<file path="src/rtl/rotator_arb_seq_if.sv">
// Request/result bundle for rotator_arb_seq: two operand requesters and one
// result port, each a valid/ready handshake.
interface rotator_arb_seq_if #(parameter int N = 3);
   localparam int W = 2**N;

   logic         req0_valid;
   logic         req0_ready;
   logic [W-1:0] req0_data;
   logic [N-1:0] req0_amt;
   logic         req1_valid;
   logic         req1_ready;
   logic [W-1:0] req1_data;
   logic [N-1:0] req1_amt;
   logic         out_valid;
   logic         out_ready;
   logic [W-1:0] out_data;
   logic         out_src;

   modport slave (
      input  req0_valid, req0_data, req0_amt,
      output req0_ready,
      input  req1_valid, req1_data, req1_amt,
      output req1_ready,
      output out_valid, out_data, out_src,
      input  out_ready
   );

   modport master (
      output req0_valid, req0_data, req0_amt,
      input  req0_ready,
      output req1_valid, req1_data, req1_amt,
      input  req1_ready,
      input  out_valid, out_data, out_src,
      output out_ready
   );
endinterface

</file>
<file path="src/rtl/rotator_arb_seq.sv">
// Round-robin two-requester front end for a shared right rotator that applies
// one binary rotate stage per clock (N stages, fixed latency).
module rotator_arb_seq #(
   parameter int N = 3
) (
   input  logic             clk,
   input  logic             reset,
   rotator_arb_seq_if.slave bus,
   output logic             busy
);
   localparam int W  = 2**N;
   localparam int SW = (N > 1) ? $clog2(N) : 1;

   typedef enum logic [1:0] {IDLE, SHIFT, DONE} state_t;

   state_t              state, state_nxt;
   logic [W-1:0]        work, work_nxt, out_data_r;
   logic [N-1:0]        amt_reg;
   logic [SW-1:0]       stage;
   logic                src_reg, last_grant, out_src_r, out_valid_r;
   logic                grant_vld, grant, accept, last_stage;
   logic [N-1:0][W-1:0] rot_opt;

   // rot_opt[i] is work rotated right by 2**i; stage selects which one applies
   for (genvar i = 0; i < N; i++) begin : g_rot
      assign rot_opt[i] = {work[(2**i)-1:0], work[W-1:2**i]};
   end

   always_comb begin
      grant_vld = bus.req0_valid | bus.req1_valid;
      grant     = (bus.req0_valid & bus.req1_valid) ? ~last_grant : bus.req1_valid;
   end

   assign accept         = !reset && (state == IDLE) && grant_vld;
   assign bus.req0_ready = accept && !grant;
   assign bus.req1_ready = accept && grant;
   assign last_stage     = (stage == SW'(N-1));
   assign work_nxt       = amt_reg[stage] ? rot_opt[stage] : work;
   assign busy           = (state != IDLE);
   assign bus.out_valid  = out_valid_r;
   assign bus.out_data   = out_data_r;
   assign bus.out_src    = out_src_r;

   always_comb begin
      state_nxt = state;
      case (state)
         IDLE:    if (accept)        state_nxt = SHIFT;
         SHIFT:   if (last_stage)    state_nxt = DONE;
         DONE:    if (bus.out_ready) state_nxt = IDLE;
         default:                    state_nxt = IDLE;
      endcase
   end

   always_ff @(posedge clk) begin
      if (reset) begin
         state       <= IDLE;
         work        <= '0;
         amt_reg     <= '0;
         src_reg     <= 1'b0;
         stage       <= '0;
         last_grant  <= 1'b1;
         out_data_r  <= '0;
         out_src_r   <= 1'b0;
         out_valid_r <= 1'b0;
      end else begin
         state <= state_nxt;
         case (state)
            IDLE: if (accept) begin
               work       <= grant ? bus.req1_data : bus.req0_data;
               amt_reg    <= grant ? bus.req1_amt  : bus.req0_amt;
               src_reg    <= grant;
               last_grant <= grant;
               stage      <= '0;
            end
            SHIFT: begin
               work <= work_nxt;
               if (last_stage) begin
                  stage       <= '0;
                  out_data_r  <= work_nxt;
                  out_src_r   <= src_reg;
                  out_valid_r <= 1'b1;
               end else begin
                  stage <= stage + SW'(1);
               end
            end
            DONE: if (bus.out_ready) out_valid_r <= 1'b0;
            default: ;
         endcase
      end
   end
endmodule

</file>
<file path="src/flat_wrapper.sv">
// flat-port wrapper written by rule: the top's interface ports become plain ports
module rotator_arb_seq_flat 
#(
   parameter int N = 3
)
  (clk, reset, busy, bus_req0_valid, bus_req0_data, bus_req0_amt, bus_req0_ready, bus_req1_valid, bus_req1_data, bus_req1_amt, bus_req1_ready, bus_out_valid, bus_out_data, bus_out_src, bus_out_ready);
  rotator_arb_seq_if #(.N(N)) bus_i ();
  input  logic clk;
  input  logic reset;
  output logic busy;
  input wire logic [$bits(bus_i.req0_valid)-1:0] bus_req0_valid;
  input wire logic [$bits(bus_i.req0_data)-1:0] bus_req0_data;
  input wire logic [$bits(bus_i.req0_amt)-1:0] bus_req0_amt;
  output wire logic [$bits(bus_i.req0_ready)-1:0] bus_req0_ready;
  input wire logic [$bits(bus_i.req1_valid)-1:0] bus_req1_valid;
  input wire logic [$bits(bus_i.req1_data)-1:0] bus_req1_data;
  input wire logic [$bits(bus_i.req1_amt)-1:0] bus_req1_amt;
  output wire logic [$bits(bus_i.req1_ready)-1:0] bus_req1_ready;
  output wire logic [$bits(bus_i.out_valid)-1:0] bus_out_valid;
  output wire logic [$bits(bus_i.out_data)-1:0] bus_out_data;
  output wire logic [$bits(bus_i.out_src)-1:0] bus_out_src;
  input wire logic [$bits(bus_i.out_ready)-1:0] bus_out_ready;
  assign bus_i.req0_valid = bus_req0_valid;
  assign bus_i.req0_data = bus_req0_data;
  assign bus_i.req0_amt = bus_req0_amt;
  assign bus_req0_ready = bus_i.req0_ready;
  assign bus_i.req1_valid = bus_req1_valid;
  assign bus_i.req1_data = bus_req1_data;
  assign bus_i.req1_amt = bus_req1_amt;
  assign bus_req1_ready = bus_i.req1_ready;
  assign bus_out_valid = bus_i.out_valid;
  assign bus_out_data = bus_i.out_data;
  assign bus_out_src = bus_i.out_src;
  assign bus_i.out_ready = bus_out_ready;
  rotator_arb_seq #(.N(N)) u_core (.clk(clk), .reset(reset), .bus(bus_i), .busy(busy));
endmodule
</file>
<file path="config.mk">
export PLATFORM = sky130hd
export DESIGN_NAME = rotator_arb_seq_flat
export DESIGN_NICKNAME = d
export VERILOG_FILES = /design/src/rtl/rotator_arb_seq_if.sv /design/src/rtl/rotator_arb_seq.sv /design/src/flat_wrapper.sv
export SDC_FILE = /design/constraint.sdc
export NUM_CORES = 1
export LEC_CHECK = 0
export CAP_MARGIN = 15
export CORE_AREA = 2 2 56 58
export CTS_BUF_LIST = sky130_fd_sc_hd__clkbuf_2
export CTS_CLUSTER_SIZE = 25
export DETAILED_ROUTE_END_ITERATION = 10
export DIE_AREA = 0 0 58 60
export PLACE_DENSITY = 0.84
export SLEW_MARGIN = 20
export SYNTH_ARGS = -nofsm -noshare
export SYNTH_HDL_FRONTEND = slang
export SYNTH_SLANG_ARGS = --single-unit
</file>
<file path="constraint.sdc">
create_clock -name clk -period 4 [get_ports clk]
set_input_delay 1 -clock clk [delete_from_list [all_inputs] [get_ports clk]]
set_output_delay 1 -clock clk [all_outputs]
set_load 0.02 [all_outputs]
</file>
# Yosys cells after proc, flatten, opt, wreduce, memory -nomap -nowiden
# Index checks and enable logic that the tools add are counted.
word_totals:
  regBits: 27
  inputBits: 27
  output_inout_bits: 13
  wordCells: 55
classes:
  n_addsub: 1
  order_cmp: 1
  n_eq_ne: 6
  mux: 20
  bitwise_logic: 3
  reduce_logical: 15
ops:
  columns: ["operator", "n"]
  rows:
  - ["$mux W8", 4]
  - ["$bmux W8 S2", 1]
  - ["$pmux W8 S2", 1]
  - ["$mux W2", 5]
  - ["$pmux W2 S3", 1]
  - ["$reduce_and A2 Y1", 3]
  - ["$reduce_and A3 Y1", 2]
  - ["$reduce_bool A2 Y1", 3]
  - ["$eq A2 B2 Y1 const B", 2]
  - ["$logic_and A1 B1 Y1", 4]
  - ["$mux W1", 4]
  - ["$ne A2 B1 Y1 const B", 2]
  - ["$pmux W2 S2", 1]
  - ["$lt A2 B3 Y1 const B", 1]
  - ["$mux W3", 1]
  - ["$add A2 B1 Y2 const B", 1]
  - ["$bmux W1 S2", 1]
  - ["$eq A2 B1 Y1 const B", 1]
  - ["$logic_not A1 Y1", 2]
  - ["$logic_not A2 Y1", 1]
  - ["$ne A2 B2 Y1 const B", 1]
  - ["$pmux W1 S2", 1]
  - ["$and A1 B1 Y1", 1]
  - ["$not A1 Y1", 1]
  - ["$or A1 B1 Y1", 1]

# Depth between registers and ports, before layout
# Gate-level depths: netlist (run 1).
logic_depth:
  ltp_word: 5
  depth_mapped: 7
  ltp_nobuf: 4

# Least setup slack after synthesis (run 1)
# Ideal clock, no wire load.
synth_path:
  path_kind: "input to output"
  start: "input port bus_req1_valid"
  end: "output port bus_req1_ready"
  t_arrival_ns: 1.839
  required_time_ns: 3.000
  setup_slack_ns: 1.161
  cell_stages: 3
  path_buffers: 1
  path_cell_list: "a21boi_2 buf_2 and3_1"
synth_via:
  elab_chain_len: 3
  elab_cells_between_ends: 5
  classes_between: "mux: 1; bitwise: 2; reduce/logical: 2"
synth_rtl:
  columns: ["item", "line_no", "text"]
  rows:
  - ["from (decl)", "flat_wrapper.sv:15", "input wire logic [$bits(bus_i.req1_valid)-1:0] bus_req1_valid;"]
  - ["$and A1 B1 Y1 or $or A1 B1 Y1 (tied branches)", "rotator_arb_seq.sv:31, rotator_arb_seq.sv:30", null]
  - ["$mux W1 or $logic_and A1 B1 Y1 (tied branches)", "rotator_arb_seq.sv:31, rotator_arb_seq.sv:34", null]
  - ["$logic_and A1 B1 Y1 *", "rotator_arb_seq.sv:36", "assign bus.req1_ready = accept && grant;"]
  - ["to (decl)", "flat_wrapper.sv:18", "output wire logic [$bits(bus_i.req1_ready)-1:0] bus_req1_ready;"]
# Mark *: on every way between the ends. The rest lies on a longest branch, timed or not.

# Worst setup path in the final report (run 1)
layout_path:
  start: "input port bus_req1_valid"
  end: "output port bus_req0_ready"
layout_via:
  elab_chain_len: 4
  elab_cells_between_ends: 6
  classes_between: "mux: 1; bitwise: 2; reduce/logical: 3"
layout_rtl:
  columns: ["item", "line_no", "text"]
  rows:
  - ["$and A1 B1 Y1", "rotator_arb_seq.sv:31", "grant = (bus.req0_valid & bus.req1_valid) ? ~last_grant : bus.req1_valid;"]
  - ["$mux W1", "rotator_arb_seq.sv:31", null]
  - ["$logic_not A1 Y1", "rotator_arb_seq.sv:35", "assign bus.req0_ready = accept && !grant;"]
  - ["$logic_and A1 B1 Y1 *", "rotator_arb_seq.sv:35", null]
  - ["to (decl)", "flat_wrapper.sv:14", "output wire logic [$bits(bus_i.req0_ready)-1:0] bus_req0_ready;"]
# Marked as above.

==> results of run 1 <==
-- cell usage after synthesis (2+ instances only) --
| library cell | number | area [um2] |
|---|---|---|
| nor2b_1 | 7 | 43.8 |
| nor2_1 | 11 | 41.3 |
| clkbuf_1 | 3 | 11.3 |
| buf_2 | 7 | 35.0 |
| nand3b_1 | 5 | 37.5 |
| o22ai_1 | 4 | 25.0 |
| o21ai_0 | 12 | 60.1 |
| a211oi_1 | 8 | 60.1 |
| a22oi_1 | 3 | 22.5 |
| a2111oi_0 | 2 | 17.5 |
| nor3_1 | 4 | 20.0 |
| mux2i_1 | 17 | 170 |
| o32ai_1 | 4 | 35.0 |
| dfxtp_1 | 27 | 541 |
| mux2_2 | 3 | 33.8 |
| nand2_1 | 17 | 63.8 |
| o211ai_1 | 5 | 37.5 |
| inv_1 | 6 | 22.5 |
| a21oi_1 | 12 | 60.1 |
| o2bb2ai_1 | 4 | 35.0 |
-- through the flow --
stage               instances  power, mW  setup slack (ps)  hold WS, ps  cell area [um2]
global route              245      0.583               230          506             1930
CTS                       245      0.556               328          475             1930
global placement          241      0.445               359          445             1910
floorplan                 177      0.396              1160          432             1520
finish                    245      0.561               317          471             1930
detailed placement        241      0.452               346          452             1910
-- worst max path at each step --
stage          slack, ps  cells past startpoint             end
6_report             320                      5  bus_req0_ready
5_1_grt              230                      5  bus_req0_ready
4_1_cts              330                      5  bus_req0_ready
3_5_place_dp         350                      5  bus_req0_ready
3_3_place_gp         360                      5  bus_req0_ready
2_1_floorplan       1160                      3  bus_req1_ready
-- worst reg2reg max path, cell delays in order, from the launching register on --
cell       delay [ps]
dfxtp_1           900
mux2i_2           470
o21ai_4           150
mux2i_1           200
a2111oi_2         370
-- cell type report --
| type | instances | share of cell area |
|---|---|---|
| clock buffer | 4 | 0.0104 |
| inverter | 7 | 0.0136 |
| multi-input combinational | 132 | 0.461 |
| sequential | 27 | 0.280 |
| tap | 33 | 0.0214 |
| timing repair buffer | 42 | 0.214 |
-- kinds of logic (layout without fill, tap and decap cells) --
kind of cell / after synthesis / count (layout)
AOI/OAI and AO/OA: 60 / 60
buffers and inverters: 18 / 53
DFF: 27 / 27
muxes: 21 / 21
and+or+nand+nor: 51 / 51
-- power by group through the flow --
stage               clock network (mW)  registers [mW]  logic [mW]
finish                           0.112           0.310       0.140
CTS                              0.109           0.309       0.139
global route                     0.118           0.313       0.152
floorplan                            0           0.303      0.0933
detailed placement                   0           0.314       0.138
global placement                     0           0.312       0.133
-- per-layer routing --
metal,track usage,vias to the layer above,routed length [um]
li1,-,729,-
met1,0.296,682,1710
met2,0.404,63,1890
met3,0.0325,8,243
met4,0.0831,0,66
met5,0,-,0
==> results_dict.tcl, run 1 <==
set metrics [dict create \
    area_delta_synth_final_pct 27.5 \
    vdd_drop_max_mv 0.187 \
    synth_compound_area_frac 0.278 \
    status "complete, no violations" \
    fp.dieW_um 58 \
    ant_nets 0 \
    rsz0062_at_grt "false" \
    drt_first_iter_violations 58 \
    clk_pin_slew_ps 240 \
    synth-seq-cells 27 \
    syn_inst 177 \
    cp-startpoint "bus_req1_valid" \
    cts.sinks 27 \
    final_util 0.666 \
    critical_path.max_fanout 6 \
    synth-simple-area-share 0.166 \
    die_h_um 60 \
    nets 240 \
    reg2reg_to "u_core.work[3]" \
    final-seq-area_um2 541 \
    drive_gt1_frac 0.0708 \
    syn-cell-area_um2 1520 \
    htreeDepth 1 \
    fin_crit_ps 3680 \
    core_area_um2 2900 \
    powerDensity_nw_per_um2 290 \
    place_hpwl_um 2910 \
    yosys_warnings 0 \
    gr-total-overflow 0 \
    syn_nets 204 \
    slew_viol_final 0 \
    dieArea_um2 3480 \
    grt_pass1_vias 1443 \
    worst_r2r_startpoint "u_core.stage[1]" \
    maxSlewHeadroom 0.461 \
    root_buffer "clkbuf_2" \
    cp_slowest_stage_delay_ps 620 \
    hold_depth 2 \
    hold_violations 0 \
    final_common_cell "clkdlybuf4s50_1" \
    grt_first_pass_wirelength_um 6290 \
    core.rowCount 20 \
    antenna_found_initial 0 \
    critPathTopFamily "buffers and inverters" \
    final_cell_mix "clkdlybuf4s50_1 (39), dfxtp_1 (27), nand2_1 (17), mux2i_1 (17)" \
    slowest_stage "clkdlybuf4s50_1" \
    worstSetupPathType "in -> out" \
    crit_required_ps 3000 \
    cts_setup_buffers 0 \
    vias 1482 \
    cp-end-kind "output pin" \
    post-route-period-util 0.921 \
    synth_top_family_by_area "compound AO/OA/AOI/OAI gates" \
    p_leak_nw 0.632 \
    drc 0 \
    seq_area_frac_synth 0.357 \
    cap_violations 0 \
    firstDrtPassIters 4 \
    clock_latency_ps 380 \
    hold_class "reg -> reg" \
    synth_edf_count 0 \
    seq_power_share 0.552 \
    clock_skew_ps 10.1 \
    nFillCells 235 \
    combPwrFrac 0.249 \
    initial_utilization 0.522 \
    setup_viol 0 \
    reg2regPathDepth 4 \
    max_freq_ghz 0.272 \
    viasPerCell 6.05 \
    hp-start "u_core.bus.out_data[4]" \
    fin_tns_setup_ps 0 \
    antenna_cells 0 \
    p_int_uw 383 \
    io_buffers 39 \
    p_sw_uw 178 \
    routed_wl_um 3910 \
    timing.critical_path.buf_inv 2 \
    synth-xor-area-share 0 \
    synth_ff_type "dfxtp_1" \
    crit_arrival_ps 2680 \
    r2r_setup_slack_ps 1840 \
    async_reset_ff_frac 0 \
    ys_types 36 \
    ctsResizeCount 0 \
    track_usage 0.233 \
    path_cells "clkdlybuf4s50_1 > o21ba_2 > nand2_1 > nor2_1 > clkdlybuf4s50_1" \
    wl_per_cell_um 16.0 \
    place_congestion 0.831 \
    multi_input_area_um2 891 \
    grt_start_max_net_pins 26 \
    start_kind "input port" \
    cp_common_cell "clkdlybuf4s50_1" \
    hold_path_end "u_core.bus.out_data[4]" \
    cts_tree "yes" \
    cts_buffers 3 \
    clkPwrFrac 0.199 \
    muxShareOfSynthArea 0.144 \
    syn_area_per_cell_um2 8.56 \
    io_pins 40 \
    p_sw_frac 0.318 \
    cts_buffer_depth 2 \
    hold_buffers 0 \
    worst_slew_pin_slew_ps 807 \
    synth_fa_ha_area_frac 0 \
]
Note: power is estimated with default switching activity, not from simulation.
==> run 2: changes to the inputs <==
--- a/config.mk
+++ b/config.mk
@@ -12,6 +12,7 @@
 export DETAILED_ROUTE_END_ITERATION = 10
 export DIE_AREA = 0 0 58 60
 export PLACE_DENSITY = 0.84
+export SKIP_CTS_REPAIR_TIMING = 1
 export SLEW_MARGIN = 20
 export SYNTH_ARGS = -nofsm -noshare
 export SYNTH_HDL_FRONTEND = slang
==> results of run 2 <==
Final layout, timing and power as in run 1 (identical DEF).
